**config.mk**
```make
export PLATFORM = sky130hd
export DESIGN_NAME = roi_capture_pp
export DESIGN_NICKNAME = d
export VERILOG_FILES = /design/src/rtl/roi_capture_pp.sv
export SDC_FILE = /design/constraint.sdc
export NUM_CORES = 1
export LEC_CHECK = 0
export CAP_MARGIN = 20
export CORE_UTILIZATION = 45
export CTS_CLUSTER_SIZE = 24
export DETAILED_ROUTE_END_ITERATION = 16
export HOLD_SLACK_MARGIN = 0.02
export PLACE_DENSITY = 0.71
export REMOVE_ABC_BUFFERS = 1
export SLEW_MARGIN = 20
export SYNTH_ARGS = -nofsm -noshare
export SYNTH_HDL_FRONTEND = slang
export SYNTH_SLANG_ARGS = --single-unit
```
**constraint.sdc**
```tcl
create_clock -name clk -period 4.15 [get_ports clk]
set_input_delay 0.415 -clock clk [delete_from_list [all_inputs] [get_ports clk]]
set_output_delay 0.415 -clock clk [all_outputs]
set_load 0.03 [all_outputs]
```
**src/rtl/roi_capture_pp.sv**
```systemverilog
// ROI capture with integer decimation, luma conversion and
// ping-pong source buffering towards the CNN engine.
module roi_capture_pp #(
    parameter int W_PIX   = 24,
    parameter int W_POS   = 12,
    parameter int W_ADDR  = 10,
    parameter int W_SCALE = 3,
    parameter int W_DROP  = 16
) (
    input  logic              clk,
    input  logic              rstn,
    input  logic              enable,
    input  logic              vsync,
    input  logic              de,
    input  logic [W_PIX-1:0]  data,
    input  logic [W_POS-1:0]  x,
    input  logic [W_POS-1:0]  y,
    input  logic [W_POS-1:0]  w,
    input  logic [W_POS-1:0]  h,
    input  logic [W_SCALE-1:0] scale,
    output logic              wr_en,
    output logic [W_ADDR:0]   wr_addr,
    output logic [7:0]        wr_data,
    output logic              frame_ready,
    output logic              ready_bank,
    input  logic              release_req,
    input  logic              release_bank,
    output logic [1:0]        bank_full,
    output logic [W_DROP-1:0] drop_cnt
);

    typedef enum logic [1:0] {IDLE, ACTIVE, FINISH, DROP} state_t;

    state_t state, state_n;

    logic vs_d, de_d, vs_rise, de_fall;
    logic [W_POS-1:0] col, row, x_l, y_l, w_l, h_l, ccnt, rcnt;
    logic [W_SCALE-1:0] s_l, cph, rph;
    logic wbank;
    logic [W_ADDR-1:0] offset;
    logic start_ok, start_drop, eval, abort;
    logic col_in, row_in, smp, last, fr_set;
    logic [1:0] d_inc;
    logic [W_DROP:0] dsum;
    logic [9:0] lsum;
    logic [7:0] luma;

    assign vs_rise = vsync & ~vs_d;
    assign de_fall = ~de & de_d;

    assign lsum = {2'b0, data[W_PIX-1 -: 8]} + {1'b0, data[15:8], 1'b0}
                + {2'b0, data[7:0]};
    assign luma = 8'(lsum >> 2);

    always_ff @(posedge clk or negedge rstn) begin
        if (!rstn) state <= IDLE;
        else       state <= state_n;
    end

    always_comb begin
        start_ok   = enable && (w != '0) && (h != '0);
        start_drop = start_ok && bank_full[wbank];
        state_n    = state;
        unique case (state)
            IDLE, DROP: begin
                if (vs_rise)
                    state_n = !start_ok ? IDLE : start_drop ? DROP : ACTIVE;
            end
            ACTIVE: begin
                if (vs_rise)
                    state_n = !start_ok ? IDLE : start_drop ? DROP : ACTIVE;
                else if (smp && last)
                    state_n = FINISH;
            end
            FINISH: state_n = IDLE;
            default: state_n = IDLE;
        endcase
    end

    // (col-x)%s and (row-y)%s are tracked by phase counters cph/rph
    always_comb begin
        col_in = (col >= x_l) && (ccnt < w_l);
        row_in = (row >= y_l) && (rcnt < h_l);
        smp    = (state == ACTIVE) && !vs_rise && de && col_in && row_in
               && (cph == '0) && (rph == '0);
        last   = (ccnt == w_l - 1'b1) && (rcnt == h_l - 1'b1);
        fr_set = (state == FINISH);
        eval   = vs_rise && (state != FINISH);
        abort  = vs_rise && (state == ACTIVE);
        d_inc  = {1'b0, abort} + {1'b0, eval & start_drop};
        dsum   = {1'b0, drop_cnt} + {{(W_DROP-1){1'b0}}, d_inc};
    end

    always_ff @(posedge clk or negedge rstn) begin
        if (!rstn) begin
            vs_d <= 1'b0;
            de_d <= 1'b0;
            col  <= '0;
            row  <= '0;
            cph  <= '0;
            ccnt <= '0;
            rph  <= '0;
            rcnt <= '0;
            x_l  <= '0;
            y_l  <= '0;
            w_l  <= '0;
            h_l  <= '0;
            s_l  <= W_SCALE'(1);
        end else begin
            vs_d <= vsync;
            de_d <= de;
            if (de)           col <= col + 1'b1;
            else if (de_d)    col <= '0;
            if (vs_rise)      row <= '0;
            else if (de_fall) row <= row + 1'b1;
            if (vs_rise || de_fall) begin
                cph  <= '0;
                ccnt <= '0;
            end else if (de && col_in) begin
                if (cph == '0) ccnt <= ccnt + 1'b1;
                cph <= (cph == s_l - 1'b1) ? '0 : cph + 1'b1;
            end
            if (vs_rise) begin
                rph  <= '0;
                rcnt <= '0;
            end else if (de_fall && row_in) begin
                if (rph == '0) rcnt <= rcnt + 1'b1;
                rph <= (rph == s_l - 1'b1) ? '0 : rph + 1'b1;
            end
            if (vs_rise) begin
                x_l <= x;
                y_l <= y;
                w_l <= w;
                h_l <= h;
                s_l <= (scale == '0) ? W_SCALE'(1) : scale;
            end
        end
    end

    always_ff @(posedge clk or negedge rstn) begin
        if (!rstn) begin
            wr_en       <= 1'b0;
            wr_addr     <= '0;
            wr_data     <= '0;
            offset      <= '0;
            wbank       <= 1'b0;
            frame_ready <= 1'b0;
            ready_bank  <= 1'b0;
            bank_full   <= 2'b00;
            drop_cnt    <= '0;
        end else begin
            wr_en       <= smp;
            frame_ready <= fr_set;
            ready_bank  <= fr_set ? wbank : 1'b0;
            if (smp) begin
                wr_addr <= {wbank, offset};
                wr_data <= luma;
            end
            if (eval)     offset <= '0;
            else if (smp) offset <= offset + 1'b1;
            if (fr_set)   wbank  <= ~wbank;
            // completion of a bank beats a same-cycle release of it
            for (int i = 0; i < 2; i++) begin
                if (fr_set && (wbank == 1'(i)))
                    bank_full[i] <= 1'b1;
                else if (release_req && (release_bank == 1'(i)))
                    bank_full[i] <= 1'b0;
            end
            if (dsum[W_DROP]) drop_cnt <= '1;
            else              drop_cnt <= dsum[W_DROP-1:0];
        end
    end

endmodule

```
## Yosys cells after proc, flatten, opt, wreduce, memory -nomap -nowiden

Index checks and enable logic that the tools add are counted.
Widths: inputs -> output; s select.

- Memory bits (writable): 0
- Logic and storage cells: 135
- Bits in latches: 0
- Bits in read-only memories: 0
- Bits in registers: 160
- Memories: 0
- Input bits: 82
- Output and inout bits: 40

- Shifts and indexed selects: 0
- Bitwise operators: 7
- Muxes and demuxes: 33
- Magnitude comparators: 5
- Multiply operators: 0
- Divide/modulo/power cells: 0
- Reduce and logical (&&, ||, !) cells: 42
- Add/subtract/negate cells: 14
- Eq/ne operators: 10

Operators with widths:

| operator | number |
|---|---|
| $mux 12 | 10 |
| $add 12x1->12 const B | 4 |
| $eq 12x12->1 | 2 |
| $ge 12x12->1 | 2 |
| $lt 12x12->1 | 2 |
| $reduce_bool 12->1 | 2 |
| $sub 12x1->12 const B | 2 |
| $logic_and 1x1->1 | 21 |
| $mux 3 | 7 |
| $mux 10 | 2 |
| $reduce_bool 2->1 | 9 |
| $add 16x2->17 | 1 |
| $mux 16 | 1 |
| $add 10x1->10 const B | 1 |
| $add 10x8->10 | 1 |
| $add 8x9->10 | 1 |
| $mux 2 | 5 |
| $logic_not 3->1 | 3 |
| $mux 1 | 7 |
| $add 3x1->3 const B | 2 |
| $eq 3x3->1 | 2 |
| $pmux 2 s3 | 1 |
| $reduce_and 2->1 | 3 |
| $eq 2x2->1 const B | 2 |
| 12 further kinds | 18 |

## Logic depth before layout (Yosys ltp)

- Depth after elaboration: 13
- Gate-level depth with buffers: 14

## Least setup slack after synthesis

OpenSTA, ideal clock, no wires.

- Path kind: in2reg
- Start: in vsync
- End: reg drop_cnt[8]
- Stages: 13
- Library setup time: 0.142 ns
- Path slack: 1.432 ns
- Data arrival time: 2.576 ns
- Path buffers: 3
- Data required time: 4.008 ns
- Path through: nor2b_1 -> clkbuf_1 -> clkbuf_1 -> and2_1 -> fa_1 -> ha_1 -> nand3_1 -> nor2_1 -> nand2_1 -> nor2_1 -> nand3_1 -> clkbuf_1 -> o21ai_0

- Word-level cells in the longest chain between the ends: 6

RTL lines:

| item | line | source |
|---|---|---|
| from (decl) | 13 | `input logic vsync,` |
| $and 1x1->1 (*) | 48 | `assign vs_rise = vsync & ~vs_d;` |
| $logic_and 1x1->1 | 88 | `eval = vs_rise && (state != FINISH);` |
| $and 1x1->1 | 90 | `d_inc = {1'b0, abort} + {1'b0, eval & start_drop};` |
| $add 1x1->2 (*) | 90 |  |
| $add 16x2->17 (*) | 91 | `dsum = {1'b0, drop_cnt} + {{(W_DROP-1){1'b0}}, d_inc};` |
| $mux 16 (*) | 169 | `if (dsum[W_DROP]) drop_cnt <= '1;` |
| to (signal assigned) | 170 | `else drop_cnt <= dsum[W_DROP-1:0];` |
| to (decl) | 29 | `output logic [W_DROP-1:0] drop_cnt` |

Every way passes the cells marked *; elsewhere a longest branch is shown, timed or not.
A chain may end at the register's enable or synchronous reset.

## Worst setup path after layout

- Start: reg state[0]
- End: reg drop_cnt[5]

- Word-level cells in the longest chain between the ends: 6

RTL lines:

| item | line | source |
|---|---|---|
| from (decl) | 34 | `state_t state, state_n;` |
| from (signal assigned) | 57 | `else state <= state_n;` |
| $ne 2x2->1 | 88 |  |
| $logic_and 1x1->1 | 88 |  |
| $and 1x1->1 | 90 |  |
| $add 1x1->2 (*) | 90 |  |
| $add 16x2->17 (*) | 91 |  |
| $mux 16 (*) | 169 |  |

Marked as above.

==> results.cfg <==
[worst_setup_path]
rr_worst_depth = 13
cp_slowest_cell = nand3_1
start_kind = flop
cp.arrival_ns = 3.53
cp-end-kind = flop
crit_fanout = 13
setup.worst_path.class = reg -> reg
crit_chain = inv_1 -> ha_1 -> inv_1 -> nand2_1 -> nor3_1 -> fa_1 -> ha_1 -> nand3_1 -> nor2_1 -> nand2_1 -> nor2_1 -> nand3_1 -> o21ai_0
required_ns = 4.50
crit_path_max_incr_delay_ns = 0.39

[timing]
hold_viol_final = 0
rsz0062_at_grt = false
fmax_ghz = 0.314
finalClockSkew_ns = 0.0132
fin_crit_sh_pct = 76.8
final.min_clock_period_ns = 3.19
slew_viol_final = 0
setup_viol = 0
hold_ws_ns = 0.435
worst_slew_pin_slew_ns = 1.02
relSlewSlack_pct = 32.0
fin_ws_ns = 0.965

[global_routing]
top_usage_layer = met2
grt.total_usage_pct = 20.5
use_met2_pct = 31.4
first_global_vias = 7257
globalRoute.totalOverflow = 0
grt_pass1_wl_mm = 35.2
antenna_found_initial = 0
grt_use_met1_pct = 28.3
grt_max_degree = 114
use_met3_pct = 4.61

[logic_synthesis]
synth_ff_type = dfrtp_1
synth-edff-count = 0
yosys_warnings = 0
ys_ff_latch = 160
ys_seq_area_share_pct = 43.0
syn_inst = 989
ys_top_cells_by_area = dfrtp_1 (43%), ha_1 (9.4%), nand2_1 (5.2%)
synth_async_sr_flop_share_pct = 100
yosysTopAreaCellShare_pct = 42.7
yosysTopAreaCell = dfrtp_1
synth_area_sq_mm = 0.00931
synthDistinctLibCells = 63
synth_area_per_cell_sq_um = 9.42

[finish]
fillers = 1780
ff_latch_area_sq_mm = 0.00401
post-route-util_pct = 56.4
multiInputGateArea_sq_mm = 0.00492
drive_gt1_share_pct = 5.55
fin_nets = 1268
num_antenna_cells = 0
fin_area_sq_mm = 0.0114
syn_to_final_growth_pct = 22.4

[pwr]
power_switching_share_pct = 29.0
intPower_mw = 2.89
finalPower_mw = 4.07
pwr-share-seq_pct = 43.8
netSwitchingPower_mw = 1.18
p_clk_share_pct = 36.9
ir_worst_vdd_mv = 0.343
leakagePower_nw = 5.15
powerDensity_mw_per_mm2 = 357
power_frac_comb_pct = 19.3

[routing]
drc_errors = 0
dr.pass1.iters = 5
vias = 7518
ant_nets = 0
wire_per_inst_microns = 14.9
wl_mm = 20.7
via_per_inst = 5.42
drtIter0Drc = 401

[clock_tree]
clockBufferDepth = 2
hold_buffers = 0
clk_latency_ns = 0.44
post_cts_buffers = 0
cts_tree = built
numCtsBuffers = 17
cts.htree.levels = 4
clockRootBuffer = clkbuf_16
postCtsResizedCells = 0
cts.clk_slew.worst_paths_ns = 0.06
cts_sinks = 160

[die]
die_h_microns = 146
die_w_microns = 146
coreArea_sq_mm = 0.0202
num_rows = 52
start_util_pct = 46.0
io_pins = 122
dieArea_sq_mm = 0.0213

[flow_run]
drv_cap = 0

[place]
numPortBuffers = 121
pre_cts_slack_ns = 0.542
dpl-instance-area_sq_mm = 0.0108
place_congestion = 0.832
hpwl_mm = 14.7

[run_status]
status = finished clean

[hold_path]
hold_class = in -> async
[metrics by stage]
stage	setup TNS, ns	cells
CTS	0	1386
finish	0	1388
detailed placement	0	1356
floorplan	-62.98	959
global route	0	1388
global placement	0	1356
[registers in the layout (all words and copies together), names as in the netlist, 8 cells and up]
register  cells
wr_data       8
w_l          12
drop_cnt     16
y_l          12
h_l          12
ccnt         12
row          12
rcnt         12
col          12
offset       10
x_l          12
wr_addr      11
[placed cells by master (no fill, tap or decap), drive strengths merged, types with 15 or more instances in the layout]
cell type	n
a21oi	47
nand2	129
nand4	19
nor2	48
ha	70
xor2	43
inv	76
o21ai	88
xnor2	27
and3	15
clkdlybuf4s50	120
nor4	17
dfrtp	159
clkbuf	20
nand3	45
o31ai	17
[synthesized netlist by cell type, types with 15 or more instances]
library cell,count
o31ai_1,17
and3_1,15
clkbuf_1,23
o21ai_0,85
xnor2_1,27
nand4_1,18
nand2_1,129
nor2_1,48
ha_1,70
nand3_1,44
xor2_1,43
dfrtp_1,159
a21oi_1,47
inv_1,75
[power groups by stage]
| stage | Combinational [mW] | Sequential (mW) | Clock [mW] |
|---|---|---|---|
| after floorplan | 0.440 | 1.83 | 0 |
| after CTS | 0.793 | 1.78 | 1.53 |
| final | 0.787 | 1.78 | 1.50 |
| after detailed placement | 0.784 | 1.81 | 0 |
| after global placement | 0.771 | 1.80 | 0 |
| after global routing | 0.890 | 1.80 | 1.61 |
[path summary, 6_finish.rpt]
| check | slack, ns | start | to |
|---|---|---|---|
| worst max-delay path | 0.96 | state[0] | drop_cnt[5] |
| worst min-delay path | 0.43 | rstn | wr_data[7] |
| worst max register to register | 0.96 | state[0] | drop_cnt[5] |
| worst min register to register | 0.49 | wr_data[4] | wr_data[4] |
| max in group asynchronous | 2.71 | rstn | rcnt[3] |
| min in group clk | 0.49 | wr_data[4] | wr_data[4] |
[critical path, delay by kind of cell, from the launching register on]
kind,cells,cell delay [ns]
adder cells (fa/ha/maj),3,0.79
AO/OA/AOI/OAI,1,0.20
flip-flops,1,0.37
AND/OR/NAND/NOR,7,1.59
buffers and inverters,2,0.15
[cell families (layout without fill, tap and decap cells)]
kind of cell	after synthesis	after routing	synth area share [%]
compound gates	208	208	13.6
xor+xnor	70	70	6.58
fa+ha+maj	79	79	11.3
buf+inv	105	234	4.30
flops	160	160	43.0
mux	20	20	2.31
simple gates	347	347	18.9
[layout make-up]
type	count	share of cell area (%)
clock inverter	10	0.768
tap	270	2.96
timing repair buffer	129	11.5
clock buffer	20	4.09
sequential	160	35.1
inverter	75	2.47
multi-input combinational	724	43.1
[metal layers]
layer	vias to the layer above	routed length, microns
li1	3721	-
met1	3616	9890
met2	149	9380
met3	32	991
met4	0	423
met5	-	0
(Power assumes the default switching activity.)
